## src/rtl/sha384_msg_padder.sv

```systemverilog
// SHA-384 message padder: turns a byte-granular big-endian word stream into
// 1024-bit padded blocks (data, 0x80, zero fill, 128-bit bit-length).
module sha384_msg_padder #(
    parameter int unsigned LEN_W = 64
) (
    input  logic        clk,
    input  logic        reset_n,
    input  logic [31:0] in_data,
    input  logic        in_valid,
    input  logic        in_last,
    input  logic [1:0]  in_bytes,
    output logic        in_ready,
    output logic [31:0] out_data,
    output logic        out_valid,
    input  logic        out_ready,
    output logic        out_block_end,
    output logic        out_last,
    output logic        busy
);

    localparam logic [1:0] S_DATA = 2'd0;
    localparam logic [1:0] S_PAD  = 2'd1;
    localparam logic [1:0] S_ZERO = 2'd2;
    localparam logic [1:0] S_LEN  = 2'd3;

    logic [1:0]       state_q, state_d;
    logic [4:0]       widx_q, widx_d;
    logic [LEN_W-1:0] len_q, len_d;
    logic             busy_q, busy_d;
    logic [31:0]      out_data_q, out_data_d;
    logic             out_valid_q, out_valid_d;
    logic             out_block_end_q, out_block_end_d;
    logic             out_last_q, out_last_d;

    logic        load;
    logic        xfer;
    logic        accept;
    logic        gen;
    logic [31:0] gen_data;
    logic        gen_last;
    logic [31:0] partial_word;
    logic [31:0] len_word;
    logic [5:0]  len_inc;
    logic [127:0] len_ext;

    assign load     = !out_valid_q || out_ready;
    assign xfer     = out_valid_q && out_ready;
    assign in_ready = reset_n && (state_q == S_DATA) && load;
    assign accept   = in_ready && in_valid;

    assign out_data      = out_data_q;
    assign out_valid     = out_valid_q;
    assign out_block_end = out_block_end_q;
    assign out_last      = out_last_q;
    assign busy          = busy_q;

    // Short final word: keep the valid bytes, drop garbage, append the 0x80 marker.
    always_comb begin
        partial_word = in_data;
        unique case (in_bytes)
            2'b01:   partial_word = {in_data[31:24], 8'h80, 16'h0000};
            2'b10:   partial_word = {in_data[31:16], 8'h80, 8'h00};
            2'b11:   partial_word = {in_data[31:8], 8'h80};
            default: partial_word = in_data;
        endcase
    end

    assign len_inc = (in_last && (in_bytes != 2'b00)) ? {1'b0, in_bytes, 3'b000} : 6'd32;

    // The 128-bit length field occupies block words 28..31, most significant first.
    always_comb begin
        len_ext              = '0;
        len_ext[LEN_W-1:0]   = len_q;
        len_word             = len_ext[31:0];
        unique case (widx_q[1:0])
            2'd0: len_word = len_ext[127:96];
            2'd1: len_word = len_ext[95:64];
            2'd2: len_word = len_ext[63:32];
            2'd3: len_word = len_ext[31:0];
        endcase
    end

    always_comb begin
        state_d         = state_q;
        widx_d          = widx_q;
        len_d           = len_q;
        busy_d          = busy_q;
        out_data_d      = out_data_q;
        out_valid_d     = out_valid_q;
        out_block_end_d = out_block_end_q;
        out_last_d      = out_last_q;
        gen             = 1'b0;
        gen_data        = 32'h0000_0000;
        gen_last        = 1'b0;

        if (load) begin
            unique case (state_q)
                S_DATA: begin
                    if (in_valid) begin
                        gen      = 1'b1;
                        gen_data = in_data;
                        len_d    = len_q + LEN_W'(len_inc);
                        if (in_last) begin
                            if (in_bytes == 2'b00) begin
                                state_d = S_PAD;
                            end else begin
                                gen_data = partial_word;
                                state_d  = (widx_q == 5'd27) ? S_LEN : S_ZERO;
                            end
                        end
                    end
                end
                S_PAD: begin
                    gen      = 1'b1;
                    gen_data = 32'h8000_0000;
                    state_d  = (widx_q == 5'd27) ? S_LEN : S_ZERO;
                end
                S_ZERO: begin
                    gen = 1'b1;
                    if (widx_q == 5'd27) begin
                        state_d = S_LEN;
                    end
                end
                S_LEN: begin
                    // Stay here until the final length word has actually been taken.
                    if (out_valid_q && out_last_q) begin
                        state_d = S_DATA;
                        len_d   = '0;
                    end else begin
                        gen      = 1'b1;
                        gen_data = len_word;
                        gen_last = (widx_q == 5'd31);
                    end
                end
            endcase

            out_valid_d = gen;
            if (gen) begin
                out_data_d      = gen_data;
                out_block_end_d = (widx_q == 5'd31);
                out_last_d      = gen_last;
                widx_d          = widx_q + 5'd1;
            end
        end

        if (xfer && out_last_q) begin
            busy_d = 1'b0;
        end
        if (accept) begin
            busy_d = 1'b1;
        end
    end

    always_ff @(posedge clk or negedge reset_n) begin
        if (!reset_n) begin
            state_q         <= S_DATA;
            widx_q          <= 5'd0;
            len_q           <= '0;
            busy_q          <= 1'b0;
            out_data_q      <= 32'h0000_0000;
            out_valid_q     <= 1'b0;
            out_block_end_q <= 1'b0;
            out_last_q      <= 1'b0;
        end else begin
            state_q         <= state_d;
            widx_q          <= widx_d;
            len_q           <= len_d;
            busy_q          <= busy_d;
            out_data_q      <= out_data_d;
            out_valid_q     <= out_valid_d;
            out_block_end_q <= out_block_end_d;
            out_last_q      <= out_last_d;
        end
    end

endmodule

```

## config.mk

```make
export PLATFORM = sky130hd
export DESIGN_NAME = sha384_msg_padder
export DESIGN_NICKNAME = d
export VERILOG_FILES = /design/src/rtl/sha384_msg_padder.sv
export SDC_FILE = /design/constraint.sdc
export NUM_CORES = 1
export LEC_CHECK = 0
export CAP_MARGIN = 5
export CORE_MARGIN = 1
export CORE_UTILIZATION = 34
export CTS_BUF_LIST = sky130_fd_sc_hd__clkbuf_16
export CTS_CLUSTER_DIAMETER = 100
export DETAILED_ROUTE_END_ITERATION = 8
export PLACE_DENSITY = 0.56
export SETUP_SLACK_MARGIN = 0.1
export SLEW_MARGIN = 25
export SYNTH_ARGS = -nofsm -noshare
export SYNTH_HDL_FRONTEND = slang
export SYNTH_SLANG_ARGS = --single-unit
```

## constraint.sdc

```tcl
create_clock -name clk -period 4.8 [get_ports clk]
set_clock_uncertainty 0.1 [all_clocks]
set_input_delay 1.44 -clock clk [delete_from_list [all_inputs] [get_ports clk]]
set_output_delay 1.44 -clock clk [all_outputs]
set_load 0.03 [all_outputs]
```

* After elaboration in Yosys (flattened, before gate mapping)
Index checks and enable logic that the tools add are counted.
** Cells by class
- $add $sub $neg :: 2
- $mul :: 0
- Div/mod/pow operators :: 0
- Order comparisons :: 0
- Equality and inequality tests :: 15
- Shift-type cells :: 0
- Multiplexer cells :: 26
- Bitwise gates (word level) :: 0
- Reductions and logical operators :: 20
** Operators with widths (count)
- $pmux 32 s3 :: 2
- $mux 64 :: 2
- $pmux 64 s2 :: 1
- $pmux 24 s3 :: 1
- $add 64x6->64 :: 1
- $mux 32 :: 2
- $mux 24 :: 2
- $eq 2x2->1 const B :: 6
- $eq 5x5->1 const B :: 2
- $mux 2 :: 5
- $mux 1 :: 8
- $ne 2x2->1 const B :: 4
- $pmux 2 s4 :: 1
- $logic_and 1x1->1 :: 7
- $eq 2x1->1 const B :: 3
- $logic_not 2->1 :: 3
- $mux 6 :: 1
- $reduce_bool 2->1 :: 3
- $add 5x1->5 const B :: 1
- $reduce_and 5->1 :: 1
- $reduce_and 4->1 :: 1
- $reduce_or 2->1 :: 2
- $pmux 1 s3 :: 1
- $reduce_and 2->1 :: 1
- 2 further kinds :: 2
** Storage, ports and cells
- Bits in registers :: 107
- Bits in latches :: 0
- Memory bits (writable) :: 0
- ROM bits :: 0
- Input bits :: 39
- Output and inout bits :: 37
- Logic and storage cells :: 71
- Memories :: 0

* Depth between registers and ports, before layout
Gate-level depths: netlist (run 1).
- Depth after elaboration :: 6
- Mapped depth :: 10
- Mapped depth without buffers :: 9

* Least setup slack after synthesis (run 1)
OpenSTA, ideal clock, no wires.
- Kind :: in2reg
- From :: input port in_bytes[1]
- To :: register len_q[14]
- Setup time :: 0.119 ns
- Data arrival time :: 3.405 ns
- Data required time :: 4.581 ns
- Path slack :: 1.176 ns
- Stages on the path :: 10
- Path buffers :: 3
- Path through :: clkbuf_1 > o21ai_0 > ha_1 > a21oi_1 > a21oi_1 > o21ai_2 > clkbuf_1 > clkbuf_1 > nor4_1 > o21a_1
** On the way
- Cells in the longest elaborated chain, start to end :: 6
** RTL lines
- start: declaration :: line 11 : input logic [1:0] in_bytes,
- $reduce_bool 2->1 :: line 68 : assign len_inc = (in_last && (in_bytes != 2'b00)) ? {1'b0, in_bytes, 3'b000} : 6'd32;
- $logic_and 1x1->1 :: line 68
- $mux 6 * :: line 68
- $add 64x6->64 * :: line 102 : len_d = len_q + LEN_W'(len_inc);
- $mux 64 * :: line 99 : if (in_valid) begin
- $pmux 64 s2 * :: line 97 : unique case (state_q)
- end signal: assignment :: line 167 : len_q <= len_d;
- end: declaration :: line 28 : logic [LEN_W-1:0] len_q, len_d;
Every way passes the cells marked *; elsewhere a longest branch is shown, timed or not. The select of a mux whose other input is x is not followed.
A chain may end at the register's enable or synchronous reset.

* Final worst setup path (run 1)
- From :: input port out_ready
- To :: output port in_ready
** On the way
- Cells in the longest elaborated chain, start to end :: 2
** RTL lines
- start: declaration :: line 15 : input logic out_ready,
- $logic_or 1x1->1 :: line 46 : assign load = !out_valid_q || out_ready;
- $logic_and 1x1->1 :: line 48 : assign in_ready = reset_n && (state_q == S_DATA) && load;
- end: declaration :: line 12 : output logic in_ready,
No other way between the ends.

==> flow_summary_export.csv, run 1 <==
group,metric,value,unit
synth,yosys-top-cells-area,"dfrtp_1, a21oi_1, o21ai_0",
power,p_per_area,363,nW/µm²
run,maxCapViolCount,0,
route,drcViolationCount,0,
cts,htree_levels,3,
global_route,grt_pass1_wl,27700,µm
cts,post_cts_buffers,0,
floorplanning,fp-row-count,47,
power,power.static_leakage,2.72,nW
cts,numCtsBuffers,9,
power,p_sw,0.896,mW
timing,maxSlewHeadroom,0.369,
place,postPlaceCellArea,6710,µm²
cts,cts_resized,0,
cts,cts_hold_buf,0,
critical_path,crit_required,3260,ps
synth,synthesis.nets,667,
floorplanning,die_area,17300,µm²
critical_path,crit_top_cell,"clkdlybuf4s50_1",
synth,yosysTopAreaCell,"dfrtp_1",
floorplanning,die_height,132,µm
final_layout,antennaDiodeCount,0,
global_route,grt_pass1_vias,4931,
synth,synthFlopType,"dfrtp_1",
synth,yosysUniqueCellTypes,54,
global_route,grt_max_degree,61,
cts,clk_root_buffer_cell,"clkbuf_16",
floorplanning,pin_count,76,
cts,clock_sinks,104,
critical_path,endpoint_kind,"primary output",
synth,ys_ff_latch,104,
timing,tns,0,ps
critical_path,path_class,"input pin to primary output",
power,pwr-share-seq,0.416,
final_layout,final_nets,731,
global_route,grt_usage,0.205,
power,p_sw_frac,0.353,
route,drt_iter0_drc,481,
final_layout,final_common_cell,"dfrtp_1",
timing,fin_crit,4490,ps
synth,synth-edff-count,0,
floorplanning,die_w,132,µm
synth,ys_seq_area_frac,0.455,
cts,path_clk_slew,70,ps
timing,timing.fmax,223,MHz
critical_path,start_kind,"input pin",
route,routedWlPerCell,18.9,µm
synth,synthArstFlopShare,1.00,
final_layout,final_cell_mix,"dfrtp_1, clkdlybuf4s50_1, nand2_1, a21oi_1, o21ai_0",
timing,setup_violations,0,
timing,worstMarginPinSlew,946,ps
cts,ctsLongestPathBuffers,2,
route,vias_per_cell,5.80,
critical_path,crit_chain,"clkdlybuf4s50_1, inv_1, nand2_1, and3_1, clkdlybuf4s50_1",
power,clkPwrFrac,0.287,
timing,rsz0062_at_grt,"no",
place,portBuffers,75,
critical_path,crit_fanout,3,
power,p_comb_frac,0.298,
synth,synth_top_area_share,0.455,
final_layout,final_cell_area,6980,µm²
floorplanning,core-area,16500,µm²
global_route,antenna_found_initial,0,
place,post-dp-hpwl,12300,µm
route,num_vias,5242,
global_route,overflow,0,
timing,slew_violations,0,
critical_path,cp_slowest_cell,"clkdlybuf4s50_1",
run_status,status,"completed",
cts,insertion_delay,360,ps
synth,syn_area_per_cell,9.28,µm²
place,place.gp.congestion,0.820,
power,intPower,1.64,mW
critical_path,worstPathArrival,2950,ps
final_layout,syn_to_final_growth,22.1,%
route,wirelength,17100,µm
worst_hold_path,holdCritPathClass,"flip-flop to flip-flop",
timing,post-route-period-util,0.935,
route,drtPass1Iterations,6,
critical_path,r2r_slack,1940,ps
critical_path,slowest_delay,670,ps
final_layout,drive_above_1_share,0.0687,
floorplanning,initial_core_util,0.346,
route,final_antenna_net_count,0,
synth,synth.yosys.warnings,0,
synth,syn-cell-area,5720,µm²
cts,cts_tree,"built",
timing,hold_viol,0,
synth,syn-instance-count,616,
power,ir_worst_vdd,224,µV
-- synth_stat cells (all sizes together), types with 15 or more instances --
library cell	instances
dfrtp	104
a21oi	64
nand4	17
nand3	21
clkbuf	27
or3	20
a222oi	15
o21ai	57
nand2	75
o31ai	23
or4	21
nor2	31
-- logic make-up (layout without fill, tap and decap cells) --
logic type                 count (synthesis)  after routing  synth area share
DFF                                      104            104             0.455
xor gates and xnor gates                  18             18            0.0276
buffers and inverters                     49            117            0.0333
AOI/OAI and AO/OA                        205            205             0.235
adders and majority gates                 12             12            0.0276
and+or+nand+nor                          225            225             0.216
muxes                                      3              3           0.00591
-- flip-flops by register name (all words and copies together), names as in the netlist --
| register | count |
|---|---|
| state_q | 2 |
| out_data | 32 |
| widx_q | 5 |
| len_q | 61 |
| out_valid | 1 |
| busy | 1 |
| out_block_end | 1 |
| out_last | 1 |
-- area by class of cell --
| cell class | instances | area (µm²) |
|---|---|---|
| clock inverters | 6 | 52.6 |
| clock buffers | 9 | 225 |
| flip-flops and latches | 104 | 2600 |
| repair buffers | 89 | 853 |
| fillers | 1569 | 9540 |
| well taps | 220 | 275 |
| multi-input cells | 463 | 2930 |
| inverters | 13 | 48.8 |
-- path summary, 6_finish.rpt --
kind	start	to	cells after the start
worst max-delay path	out_ready	in_ready	5
worst min-delay path	out_data[16]$_DFFE_PN0P_	out_data[16]$_DFFE_PN0P_	2
worst min register to register	out_data[16]$_DFFE_PN0P_	out_data[16]$_DFFE_PN0P_	2
min in group asynchronous	reset_n	widx_q[3]$_DFFE_PN0P_	2
max in group asynchronous	reset_n	len_q[52]$_DFFE_PN0P_	3
worst max register to register	state_q[0]$_DFFE_PN0P_	len_q[42]$_DFFE_PN0P_	8
-- per-stage QoR --
stage / utilization / hold slack, ps / cells / setup slack [ps] / power (mW)
after floorplan: - / 355 / 616 / 1180 / 1.55
after global placement: 0.406 / 362 / 889 / 353 / 1.82
after detailed placement: 0.406 / 371 / 889 / 319 / 1.83
after CTS: 0.423 / 386 / 904 / 318 / 2.56
after global routing: 0.423 / 415 / 904 / 249 / 2.67
final: 0.423 / 381 / 904 / 313 / 2.54
-- critical path, delay by kind of cell --
kind          cells  cell delay (ps)
buf+inv           3             1250
simple gates      2              260
-- power by group through the flow --
stage               registers [mW]  clock network [mW]  logic, mW
finish                        1.05               0.728      0.755
global route                  1.07               0.774      0.832
CTS                           1.05               0.743      0.762
detailed placement            1.07                   0      0.761
global placement              1.07                   0      0.751
floorplan                     1.14                   0      0.414
-- layer usage --
layer,part of all wire,GRT usage,wire length (µm)
met2,0.46,0.314,7850
met5,0,0,0
met4,0.016,0.0678,270
met3,0.057,0.0324,969
met1,0.47,0.293,8010
No activity file was read; power rests on OpenSTA's default activity.
==> run 2: changes to the inputs <==
--- a/config.mk
+++ b/config.mk
@@ -11,6 +11,7 @@
 export CTS_BUF_LIST = sky130_fd_sc_hd__clkbuf_16
 export CTS_CLUSTER_DIAMETER = 100
 export DETAILED_ROUTE_END_ITERATION = 8
+export GPL_TIMING_DRIVEN = 0
 export PLACE_DENSITY = 0.56
 export SETUP_SLACK_MARGIN = 0.1
 export SLEW_MARGIN = 25
==> run 2 against run 1 <==
Clock power rose by 3.4%. Maximum frequency down 2.4%. Worst setup slack worse by 110 ps. Sequential power is essentially flat. Register-to-register slack lost 180 ps. Combinational power up 5.4%. Total power grew 2.8%. Sequential share of layout area is 0.41 points lower. Die area is the same. Core utilization increased by 0.47 points. Via count up 1.6%. Critical endpoint unchanged. Largest power group unchanged.
==> flow_summary_export.csv, run 2 (same netlist as run 1, synthesis figures left out) <==
group,metric,value,unit
floorplanning,die_area,17300,µm²
global_route,grt_max_degree,57,
power,power.static_leakage,2.73,nW
cts,clock_sinks,104,
global_route,busiest_layer,"met2",
route,wirelength,18300,µm
place,placed_cells,911,
power,p_sw_frac,0.363,
global_route,grt_usage,0.217,
floorplanning,die_w,132,µm
cts,numCtsBuffers,9,
critical_path,endpoint_kind,"primary output",
cts,cts_tree,"built",
critical_path,cp-startpoint,"out_ready",
final_layout,final_common_cell,"dfrtp_1",
route,drcViolationCount,0,
route,vias_per_cell,5.74,
power,ir_worst_vdd,163,µV
place,post-dp-hpwl,13800,µm
cts,path_clk_slew,70,ps
final_layout,final_core_util,0.427,
final_layout,syn_to_final_growth,23.5,%
timing,fin_ws,202,ps
final_layout,largest_reg_flops,61,
global_route,use_met2,0.348,
cts,post_cts_buffers,0,
critical_path,crit_fanout,5,
global_route,grt_use_met3,0.0301,
timing,fin_crit,4600,ps
final_layout,final_nets,753,
run_status,status,"completed",
timing,worstMarginPinSlew,734,ps
place,place.gp.congestion,0.847,
global_route,grt_pass1_vias,5179,
worst_hold_path,min_from,"out_data[20]$_DFFE_PN0P_",
floorplanning,die_height,132,µm
place,dp_slack,112,ps
final_layout,drive_above_1_share,0.0594,
route,num_vias,5324,
place,postPlaceCellArea,6760,µm²
final_layout,final_cell_area,7060,µm²
timing,tns,0,ps
route,drtPass1Iterations,7,
final_layout,antennaDiodeCount,0,
critical_path,start_kind,"input pin",
worst_hold_path,holdCritPathClass,"flip-flop to flip-flop",
timing,rsz0062_at_grt,"no",
final_layout,instances_no_fill,927,
global_route,met1_usage,0.293,
global_route,grt_pass1_wl,28800,µm
cts,insertion_delay,350,ps
cts,htree_levels,3,
cts,clk_root_buffer_cell,"clkbuf_16",
power,power.total,2.61,mW
critical_path,crit_required,3260,ps
floorplanning,pin_count,76,
global_route,antenna_found_initial,0,
timing,maxSlewHeadroom,0.511,
power,clkPwrFrac,0.289,
final_layout,final_cell_mix,"dfrtp_1, nand2_1, clkdlybuf4s50_1, a21oi_1, o21ai_0",
route,final_antenna_net_count,0,
power,pwr-share-seq,0.406,
cts,ctsLongestPathBuffers,2,
route,drt_iter0_drc,495,
timing,timing.fmax,217,MHz
cts,cts_resized,0,
floorplanning,initial_core_util,0.346,
critical_path,worstPathArrival,3060,ps
timing,whs,384,ps
timing,hold_viol,0,
global_route,overflow,0,
critical_path,path_class,"input pin to primary output",
timing,post-route-period-util,0.958,
cts,cts_hold_buf,0,
power,p_comb_frac,0.305,
floorplanning,fp-row-count,47,
power,p_per_area,369,nW/µm²
power,p_sw,0.946,mW
floorplanning,core-area,16500,µm²
run,maxCapViolCount,0,
final_layout,top_register,"len_q",
timing,setup_violations,0,
power,intPower,1.66,mW
final_layout,fillers,1625,
timing,slew_violations,0,
critical_path,reg2reg_from,"state_q[0]$_DFFE_PN0P_",
route,routedWlPerCell,19.7,µm
place,portBuffers,74,
## run 2: cell types whose count changed in the layout (fill, tap and decap cells not counted), moves of 2 or more
cell and delta:
buf_2 +5, clkinvlp_4 +2, clkbuf_1 +27, buf_1 +4
buf_4 -15, clkinv_1 -2
## run 2: path summary, 6_finish.rpt
check | to | slack (ps) | depth (start not counted)
hold / removal | out_data[20]$_DFFE_PN0P_ | 380 | 2
hold reg to reg | out_data[20]$_DFFE_PN0P_ | 380 | 2
setup / recovery | in_ready | 200 | 5
min in group asynchronous | out_data[3]$_DFFE_PN0P_ | 880 | 1
setup reg to reg | len_q[45]$_DFFE_PN0P_ | 1760 | 8
max in group asynchronous | len_q[29]$_DFFE_PN0P_ | 3100 | 2
## run 2: power groups by stage
stage | logic (mW) | clock network (mW) | registers, mW
final | 0.796 | 0.753 | 1.06
after global routing | 0.873 | 0.797 | 1.07
after CTS | 0.804 | 0.768 | 1.06
after detailed placement | 0.800 | 0 | 1.07
after global placement | 0.784 | 0 | 1.07
after floorplan | 0.414 | 0 | 1.14
## run 2: worst max-delay path, cell delays in order
cell and delay, ps:
clkdlybuf4s50_1 500, inv_1 130, nand2_1 100, and3_1 200, clkdlybuf4s50_1 680
## run 2: layout make-up
type | count | area (µm²) | area share
plain buffers | 36 | 141 | 0.0200
clock buffers | 9 | 225 | 0.0319
clock inverters | 7 | 70.1 | 0.00992
inverters | 13 | 48.8 | 0.00691
multi-input cells | 463 | 2930 | 0.414
flip-flops and latches | 104 | 2600 | 0.369
well taps | 220 | 275 | 0.0390
repair buffers | 75 | 773 | 0.109
## run 2: metal layers
metal	share of wire	up-vias	wire, µm
met1	0.45	2621	8150
met5	0	-	0
li1	-	2505	-
met4	0.028	0	520
met3	0.052	34	960
met2	0.47	164	8650
